`src/rtl/rc4_pkg.sv`:
```
// rc4_pkg
//   Shared definitions for the RC4 key-scheduling engine and its helpers.
//   - rc4_state_t : FSM state encoding for the KSA controller
//   - N           : full S depth for 8-bit S entries; narrower S scales down from it
//   - key_byte()  : picks byte k of a packed key whose byte 0 sits in the MSBs
package rc4_pkg;

    localparam int KEY_MAX_BYTES = 16;
    localparam int KEY_MAX_BITS  = 8 * KEY_MAX_BYTES;
    localparam int N             = 256;

    typedef enum logic [3:0] {
        IDLE,
        FILL,
        READ_I,
        WAIT_I,
        READ_J,
        WAIT_J,
        WRITE_I,
        WRITE_J,
        COMMIT,
        DONE
    } rc4_state_t;

    // The key is passed zero-extended to the widest supported key so a
    // single function serves every KEY_BYTES setting. Byte 0 is the most
    // significant byte of the key_bytes-wide value.
    function automatic logic [7:0] key_byte(
        input logic [KEY_MAX_BITS-1:0] key,
        input int                      key_bytes,
        input int                      kidx
    );
        return 8'(key >> (8 * (key_bytes - 1 - kidx)));
    endfunction

endpackage

```
`src/rtl/rc4_wait_ctr.sv`:
```
// rc4_wait_ctr
//   Down-counter that stretches a wait state to cover the S memory read
//   latency. Load it on the cycle the read address is issued; 'expired'
//   is then high during the LAT-th cycle spent waiting.
//   Ports:
//     CLOCK_50 in  system clock
//     reset_n  in  synchronous active-low reset
//     load     in  restart the wait (one pulse per read)
//     expired  out wait has lasted LAT cycles, move on
module rc4_wait_ctr #(
    parameter int LAT = 1
) (
    input  logic CLOCK_50,
    input  logic reset_n,
    input  logic load,
    output logic expired
);

    localparam int CW = (LAT > 1) ? $clog2(LAT) : 1;

    logic [CW-1:0] count;

    // Loading LAT-1 means a latency of one gives a single wait cycle and
    // each extra cycle of latency adds one more.
    always_ff @(posedge CLOCK_50) begin
        if (!reset_n) begin
            count <= '0;
        end else if (load) begin
            count <= CW'(LAT - 1);
        end else if (count != '0) begin
            count <= count - 1'b1;
        end
    end

    assign expired = (count == '0);

endmodule

```
`src/rtl/rc4_ksa_param.sv`:
```
// rc4_ksa_param
//   Parametrised RC4 key-scheduling engine. On start it latches the key,
//   writes the identity permutation into an external single-port S RAM,
//   then runs the KSA swap loop against that RAM and raises done.
//   Ports:
//     CLOCK_50   in  system clock
//     reset_n    in  synchronous active-low reset
//     start      in  begin a schedule (only looked at in IDLE/DONE)
//     secret_key in  8*KEY_BYTES key, byte 0 in the MSBs
//     busy       out schedule in progress
//     done       out schedule complete, held until the next start
//     mem_addr   out S address
//     mem_wdata  out S write data
//     mem_wren   out S write enable
//     mem_rdata  in  S read data, MEM_LAT cycles after the address
module rc4_ksa_param
    import rc4_pkg::*;
#(
    parameter int KEY_BYTES = 3,
    parameter int ADDR_W    = 8,
    parameter int MEM_LAT   = 1
) (
    input  logic                   CLOCK_50,
    input  logic                   reset_n,
    input  logic                   start,
    input  logic [8*KEY_BYTES-1:0] secret_key,
    output logic                   busy,
    output logic                   done,
    output logic [ADDR_W-1:0]      mem_addr,
    output logic [ADDR_W-1:0]      mem_wdata,
    output logic                   mem_wren,
    input  logic [ADDR_W-1:0]      mem_rdata
);

    localparam int             DEPTH     = N >> (8 - ADDR_W);
    localparam int             CW        = ADDR_W + 1;
    localparam logic [ADDR_W:0] I_LAST    = CW'(DEPTH - 1);
    localparam logic [ADDR_W:0] KIDX_LAST = CW'(KEY_BYTES - 1);

    rc4_state_t state_q, state_d;

    // i and kidx carry one spare bit so the end of a pass is visible; j is
    // always reduced mod DEPTH, so it only needs ADDR_W bits.
    logic [ADDR_W:0]        i_q, i_d;
    logic [ADDR_W:0]        kidx_q, kidx_d;
    logic [ADDR_W-1:0]      j_q, j_d;
    logic [ADDR_W-1:0]      si_q, si_d;
    logic [8*KEY_BYTES-1:0] key_q, key_d;

    logic                   busy_d, done_d, wren_d;
    logic [ADDR_W-1:0]      addr_d, wdata_d;
    logic [ADDR_W-1:0]      j_sum;

    logic                   wait_load, wait_expired;

    // Both read states are always followed by a wait state, so the
    // latency counter is armed whenever a read address is issued.
    assign wait_load = (state_q == READ_I) || (state_q == READ_J);

    rc4_wait_ctr #(
        .LAT(MEM_LAT)
    ) u_wait_ctr (
        .CLOCK_50 (CLOCK_50),
        .reset_n  (reset_n),
        .load     (wait_load),
        .expired  (wait_expired)
    );

    // Next-state and next-output logic. Every output is registered, so a
    // bus access decided here appears on the pins in the following cycle.
    always_comb begin
        state_d = state_q;
        i_d     = i_q;
        j_d     = j_q;
        kidx_d  = kidx_q;
        si_d    = si_q;
        key_d   = key_q;
        busy_d  = busy;
        done_d  = done;
        addr_d  = mem_addr;
        wdata_d = mem_wdata;
        wren_d  = 1'b0;

        // Key bytes are cut to ADDR_W bits; the sum wraps naturally mod DEPTH.
        j_sum = j_q + mem_rdata
              + ADDR_W'(key_byte(KEY_MAX_BITS'(key_q), KEY_BYTES, int'(kidx_q)));

        case (state_q)
            IDLE, DONE: begin
                if (start) begin
                    key_d   = secret_key;
                    i_d     = '0;
                    busy_d  = 1'b1;
                    done_d  = 1'b0;
                    state_d = FILL;
                end
            end

            FILL: begin
                wren_d  = 1'b1;
                addr_d  = i_q[ADDR_W-1:0];
                wdata_d = i_q[ADDR_W-1:0];
                if (i_q == I_LAST) begin
                    i_d     = '0;
                    j_d     = '0;
                    kidx_d  = '0;
                    state_d = READ_I;
                end else begin
                    i_d = i_q + 1'b1;
                end
            end

            READ_I: begin
                addr_d  = i_q[ADDR_W-1:0];
                state_d = WAIT_I;
            end

            WAIT_I: begin
                if (wait_expired) begin
                    state_d = READ_J;
                end
            end

            READ_J: begin
                si_d    = mem_rdata;
                j_d     = j_sum;
                addr_d  = j_sum;
                state_d = WAIT_J;
            end

            WAIT_J: begin
                if (wait_expired) begin
                    state_d = WRITE_I;
                end
            end

            WRITE_I: begin
                wren_d  = 1'b1;
                addr_d  = i_q[ADDR_W-1:0];
                wdata_d = mem_rdata;
                state_d = WRITE_J;
            end

            // When i==j both writes hit the same word with the same value,
            // so the swap needs no special case.
            WRITE_J: begin
                wren_d  = 1'b1;
                addr_d  = j_q;
                wdata_d = si_q;
                i_d     = i_q + 1'b1;
                kidx_d  = (kidx_q == KIDX_LAST) ? '0 : kidx_q + 1'b1;
                state_d = (i_q == I_LAST) ? COMMIT : READ_I;
            end

            // Lets the RAM capture the last swap write before done is seen.
            COMMIT: begin
                busy_d  = 1'b0;
                done_d  = 1'b1;
                state_d = DONE;
            end

            default: begin
                state_d = IDLE;
            end
        endcase
    end

    // State and output registers; reset aborts any schedule in flight.
    always_ff @(posedge CLOCK_50) begin
        if (!reset_n) begin
            state_q   <= IDLE;
            i_q       <= '0;
            j_q       <= '0;
            kidx_q    <= '0;
            si_q      <= '0;
            key_q     <= '0;
            busy      <= 1'b0;
            done      <= 1'b0;
            mem_addr  <= '0;
            mem_wdata <= '0;
            mem_wren  <= 1'b0;
        end else begin
            state_q   <= state_d;
            i_q       <= i_d;
            j_q       <= j_d;
            kidx_q    <= kidx_d;
            si_q      <= si_d;
            key_q     <= key_d;
            busy      <= busy_d;
            done      <= done_d;
            mem_addr  <= addr_d;
            mem_wdata <= wdata_d;
            mem_wren  <= wren_d;
        end
    end

endmodule

```
`config.mk`:
```
export PLATFORM = sky130hd
export DESIGN_NAME = rc4_ksa_param
export DESIGN_NICKNAME = d
export VERILOG_FILES = /design/src/rtl/rc4_pkg.sv /design/src/rtl/rc4_wait_ctr.sv /design/src/rtl/rc4_ksa_param.sv
export SDC_FILE = /design/constraint.sdc
export NUM_CORES = 1
export LEC_CHECK = 0
export CORE_AREA = 2 2 94 96
export DETAILED_ROUTE_END_ITERATION = 12
export DIE_AREA = 0 0 96 98
export DONT_BUFFER_PORTS = 1
export HOLD_SLACK_MARGIN = 0.08
export PLACE_DENSITY = 0.69
export SYNTH_ARGS = -nofsm -noshare
export SYNTH_HDL_FRONTEND = slang
export SYNTH_SLANG_ARGS = --single-unit
```
`constraint.sdc`:
```
create_clock -name CLOCK_50 -period 10.1 [get_ports CLOCK_50]
set_clock_uncertainty 0.1 [all_clocks]
set_input_delay 1.01 -clock CLOCK_50 [delete_from_list [all_inputs] [get_ports CLOCK_50]]
set_output_delay 1.01 -clock CLOCK_50 [all_outputs]
set_load 0.05 [all_outputs]
```
# == Word-level counts from Yosys, hierarchy flattened ==
# Index checks and enable logic that the tools add are counted.
# classes
addsub,6
mul,0
div,0
n_lt_le_gt_ge,0
n_eq_ne,15
shift,1
n_mux,21
bitwise_logic,2
n_reduce_logical,18
# ops
op,count
$pmux 8 s3,2
$mux 9,4
$pmux 4 s9,1
$shr 24x32->8,1
$pmux 9 s3,1
$mux 4,5
$add 9x1->9 const B,2
$pmux 9 s2,1
$add 8x8->8,2
$eq 4x3->1 const B,4
$pmux 8 s2,1
$reduce_and 2->1,5
$sub 2x9->10 const A,1
$eq 9x2->1 const B,1
$eq 9x8->1 const B,1
$reduce_bool 3->1,3
$reduce_or 3->1,3
$eq 4x2->1 const B,2
$eq 4x4->1 const B,2
$mux 8,1
$ne 2x2->1 const B,4
$reduce_bool 2->1,3
$eq 4x1->1 const B,1
$logic_not 4->1,1
other kinds (7),11
# totals
register_bits,82
latch_bits,0
ramBits,0
rom_bits,0
out_inout_bits,19
memories,0

# == Depth between registers and ports, before layout ==
# depth
depth_word,4
mapped_depth,18
depth_no_buf,16

# == Modules after synthesis ==
# Synthesis repeated with hierarchy kept, for this count alone.
# unflattened
hier_cells,564
area_unflattened_um2,4451.8
# modules_own_cells
module,n_inst,cells_each,area_per_inst_um2,seq_area_each_um2
rc4_ksa_param,1,561,4424.2,1621.6
rc4_wait_ctr,1,3,27.5,20.0

# == Least setup slack after synthesis ==
# OpenSTA, ideal clock, no wires.
# synth_path
path_type,reg2reg
start,reg kidx_q[0]
end,reg mem_addr[7]
arrival_ps,3249
t_required_ps,9878
path_slack_ps,6629
stages_incl_launch_ff,19
path_buffers,3
period_less_slack_ps,3471
cell_sequence,dfxtp_1 > buf_2 > inv_1 > ha_1 > buf_2 > nor2b_1 > buf_2 > a21oi_1 > nor2_1 > fa_1 > ha_1 > inv_1 > fa_1 > nor2b_1 > o31a_1 > o21ai_0 > nand2_1 > nor3b_1 > nor3_1
# synth_via
elab_chain_len,4
# synth_rtl
item,line,text
"start, declared",rc4_ksa_param.sv:45,"logic [ADDR_W:0] kidx_q, kidx_d;"
"start signal, assigned",rc4_ksa_param.sv:186,kidx_q <= kidx_d;
$sub 2x9->10,rc4_pkg.sv:33,return 8'(key >> (8 * (key_bytes - 1 - kidx)));
$shr 24x32->8,rc4_pkg.sv:33,
$add 8x8->8,rc4_ksa_param.sv:86,"+ ADDR_W'(key_byte(KEY_MAX_BITS'(key_q), KEY_BYTES, int'(kidx_q)));"
$pmux 8 s3,rc4_ksa_param.sv:88,case (state_q)
"end signal, assigned",rc4_ksa_param.sv:191,mem_addr <= addr_d;
"end, declared",rc4_ksa_param.sv:29,"output logic [ADDR_W-1:0] mem_addr,"
# Every way passes these cells.
# A chain may end at the register's enable or synchronous reset.

# == Final worst setup path ==
# layout_path
start,reg kidx_q[0]
end,reg j_q[7]
# layout_via
elab_chain_len,4
# layout_rtl
item,line,text
$sub 2x9->10,rc4_pkg.sv:33,
$shr 24x32->8,rc4_pkg.sv:33,
$add 8x8->8,rc4_ksa_param.sv:86,
$pmux 8 s2,rc4_ksa_param.sv:88,
"end signal, assigned",rc4_ksa_param.sv:185,j_q <= j_d;
"end, declared",rc4_ksa_param.sv:46,"logic [ADDR_W-1:0] j_q, j_d;"
# Every way passes these cells.

==> results by group <==
Clocking
  – Clock slew at reported path FFs: ~0.080 ns
  – Root Buffer: clkbuf_8
  – CTS Buf Count: 9
  – Clock Path Buffers: 2
  – H-Tree Depth: 3
  – Post-CTS setup buffer count: 0
  – Sink Count: 82
  – Worst-skew pair later-pin latency: 0.35 ns
  – CTS resizes: 0
  – Hold_buf cts: 0
  – TritonCTS clock tree: done

Drt
  – Vias/cell: slightly below 6
  – Remaining DRCs: 0
  – WL final: approximately 11 mm
  – Via Count: between 3000 and 4000
  – Initial DRC Count: about 340
  – Final ANT Viol Nets: 0
  – Routed WL per cell: between 15 and 20 um
  – Drt pass-1 iters: 5

Yosys
  – Mux share of post-synthesis cell area: 2.49%
  – Largest family of logic cells by synthesized area: compound AO/OA/AOI/OAI gates
  – Synth Area in Simple Gates: about 23%
  – Flops & latches, synth: a little over 80
  – Register area share after synthesis: between 30% and 40%
  – Post-Synth Adder-Cell Area: a little over 7%
  – Post-synthesis cell area: around 4500 um2
  – Yosys warns: 0
  – Leading cell types by count after synthesis: nand2_1 (101), dfxtp_1 (82), o21ai_0 (46)
  – Mapped Avg Cell Area: ~8 um2
  – Post-synth top area share: a little over a third
  – Synth Flop Type: dfxtp_1
  – Synth top area cells: dfxtp_1 (37%), nand2_1 (8.5%), a21boi_0 (6.5%)
  – Synth cell types: 57
  – Compound-cell area share of the yosys netlist: between 20% and 30%
  – XOR/XNOR Fraction of Synth Area: around 2.3%
  – Synthesized netlist cell count: ~560
  – Top-count cell post-synth: nand2_1
  – Synth area leader: dfxtp_1
  – Post-synth EDFFs: 0
  – Async set-reset flop share out of synthesis: 0%
  – Syn nets: between 600 and 700

Worst setup path
  – Reg2reg path depth: 15
  – Reg2Reg Setup Slack: 6.01 ns
  – Arrival @ worst endpoint: ~4.3 ns
  – CP cell instances: inv_1, ha_1, nor2b_1, a21oi_1, nor2_1, fa_1, ha_1, inv_1, fa_1, nor2b_1, o31a_1, o21ai_0, nand2_1, or3_1, nand3_1
  – CP max-delay cell: dfxtp_1
  – Worst endpoint required time: between 10 and 15 ns
  – CP Launch Type: flip-flop
  – Crit-path max cell delay: 0.59 ns
  – R2R Path Start: kidx_q[0]
  – Crit-path max FO: 15
  – R2R Path End: j_q[7]
  – Crit path kind: flip-flop to flip-flop
  – CP Capture Point: j_q[7]
  – Worst Setup End Kind: flip-flop
  – CP startpoint: kidx_q[0]

Power and ir drop
  – Lkg Pwr: around 0.0017 uW
  – VDD IR-drop max: slightly above 0.09 mV
  – Power Total: approximately 650 uW
  – Power per cell area: 141 nW/um2

Timing
  – Slew Limit Fails: 0
  – Fin Setup TNS: 0 ns
  – Slew HR: between 20% and 30%
  – Final hold violation count: 0
  – Final worst path period share: roughly two fifths
  – Max Clock Freq: about 240 MHz
  – Worst-margin pin slew: 1.11 ns
  – Tmin final: 4.09 ns
  – Final setup viols: 0
  – Unrepaired setup endpoints after global routing: no

Global routing
  – Total track usage: approximately a quarter
  – Congestion Overflow GR: 0
  – Largest net degree at the start of global routing: 76
  – Global-route wire length before repair: 17.7 mm
  – Number of global-route vias before repair: roughly 3600
  – Antenna violations before repair: 0

Finish
  – # diodes: 0
  – Syn-to-layout area delta: 3.83%
  – NumNets Final: just under 600
  – Share of cells above drive strength 1: between 5 and 6%

Placement
  – IO buf count: 0
  – Post-detail-place hpwl: 7.58 mm
  – Gp weighted congestion: roughly 0.90

Die
  – Core ar.: approximately 8500 um2
  – Die W: roughly 96 um
  – Chip height: between 90 and 100 um
  – Starting Density: a little over half
  – Cell Rows: 34
  – Die footprint: approximately 9400 um2
  – I/O Pins: 54

Hold path
  – Tightest Hold Check Type: flip-flop to flip-flop
  – Hold depth: 2

Outcome
  – Outcome: complete, no violations

Flow run
  – Max-Cap Viols: 0
## area by class of cell
cell class | instances | area (um2)
well taps | 108 | 135
clock inverters | 5 | 55.1
multi-input cells | 424 | 2620
clock buffers | 11 | 131
fillers | 804 | 3820
repair buffers | 1 | 7.51
flip-flops and latches | 82 | 1640
inverters | 17 | 63.8
## power breakdown
part / internal (uW) / total (uW) / switching, uW
combinational: 23.9 / 58.3 / 34.4
sequential: 335 / 362 / 27.2
clock: 114 / 233 / 119
total: 473 / 654 / 181
## registers in the layout, indices dropped and copies added (netlist names)
name	count
state_q	4
j_q	8
busy	1
i_q	9
key_q	24
mem_wdata	8
si_q	8
mem_addr	8
mem_wren	1
u_wait_ctr.count	1
done	1
kidx_q	9
## worst max-delay path, delay by kind of cell, from the launching register on
family	cells	cell delay, ns
adders and majority gates	4	1.37
and+or+nand+nor	6	1.21
DFF	1	0.59
AOI/OAI and AO/OA	3	0.58
buffers and inverters	2	0.19
## through the flow
| step | hold slack, ns | setup slack [ns] | cells | instance area (um2) | utilization, % |
|---|---|---|---|---|---|
| final | 0.366 | 6.01 | 648 | 4650 | 54.9 |
| after global routing | 0.390 | 5.66 | 648 | 4650 | 54.9 |
| after CTS | 0.368 | 6.02 | 648 | 4650 | 54.9 |
| after detailed placement | 0.356 | 6.05 | 632 | 4460 | 52.7 |
| after global placement | 0.349 | 6.22 | 632 | 4460 | 52.7 |
| after floorplan | 0.340 | 6.63 | 558 | 4480 | - |
## layout by cell type (no fill, tap or decap), types with 5 or more instances in the layout
master	n
and2_1	5
a21boi_0	39
nand4_1	6
dfxtp_1	82
nand3_1	8
fa_1	8
o21ai_0	46
a22oi_1	10
inv_1	17
nand2_1	101
ha_1	12
nor2b_1	14
clkbuf_8	9
xnor2_1	10
mux2i_1	10
nor3_1	9
a21oi_1	43
nor2_1	38
## logic make-up (layout without fill, tap and decap cells)
kind of cell | Yosys count | in the layout
adder cells (fa/ha/maj) | 21 | 21
flip-flops | 82 | 82
multiplexers | 11 | 11
other | 1 | 1
buffers and inverters | 52 | 34
AO/OA/AOI/OAI | 167 | 167
AND/OR/NAND/NOR | 212 | 212
XOR/XNOR | 12 | 12
## metal layers
metal	routed length (um)	GRT usage (%)	vias up
met5	0	0	-
met4	274	7.25	0
met3	669	5.56	25
met2	4920	36.4	127
met1	4810	33.0	1777
li1	-	-	1878
## worst min path at each step
stage,from,endpoint,slack (ns)
CTS,si_q[2],si_q[2],0.37
floorplan,key_q[23],key_q[23],0.34
global placement,si_q[0],si_q[0],0.35
detailed placement,si_q[2],si_q[2],0.36
global route,key_q[4],key_q[4],0.39
finish,si_q[3],si_q[3],0.37
Power figures use the tool's default switching activity.
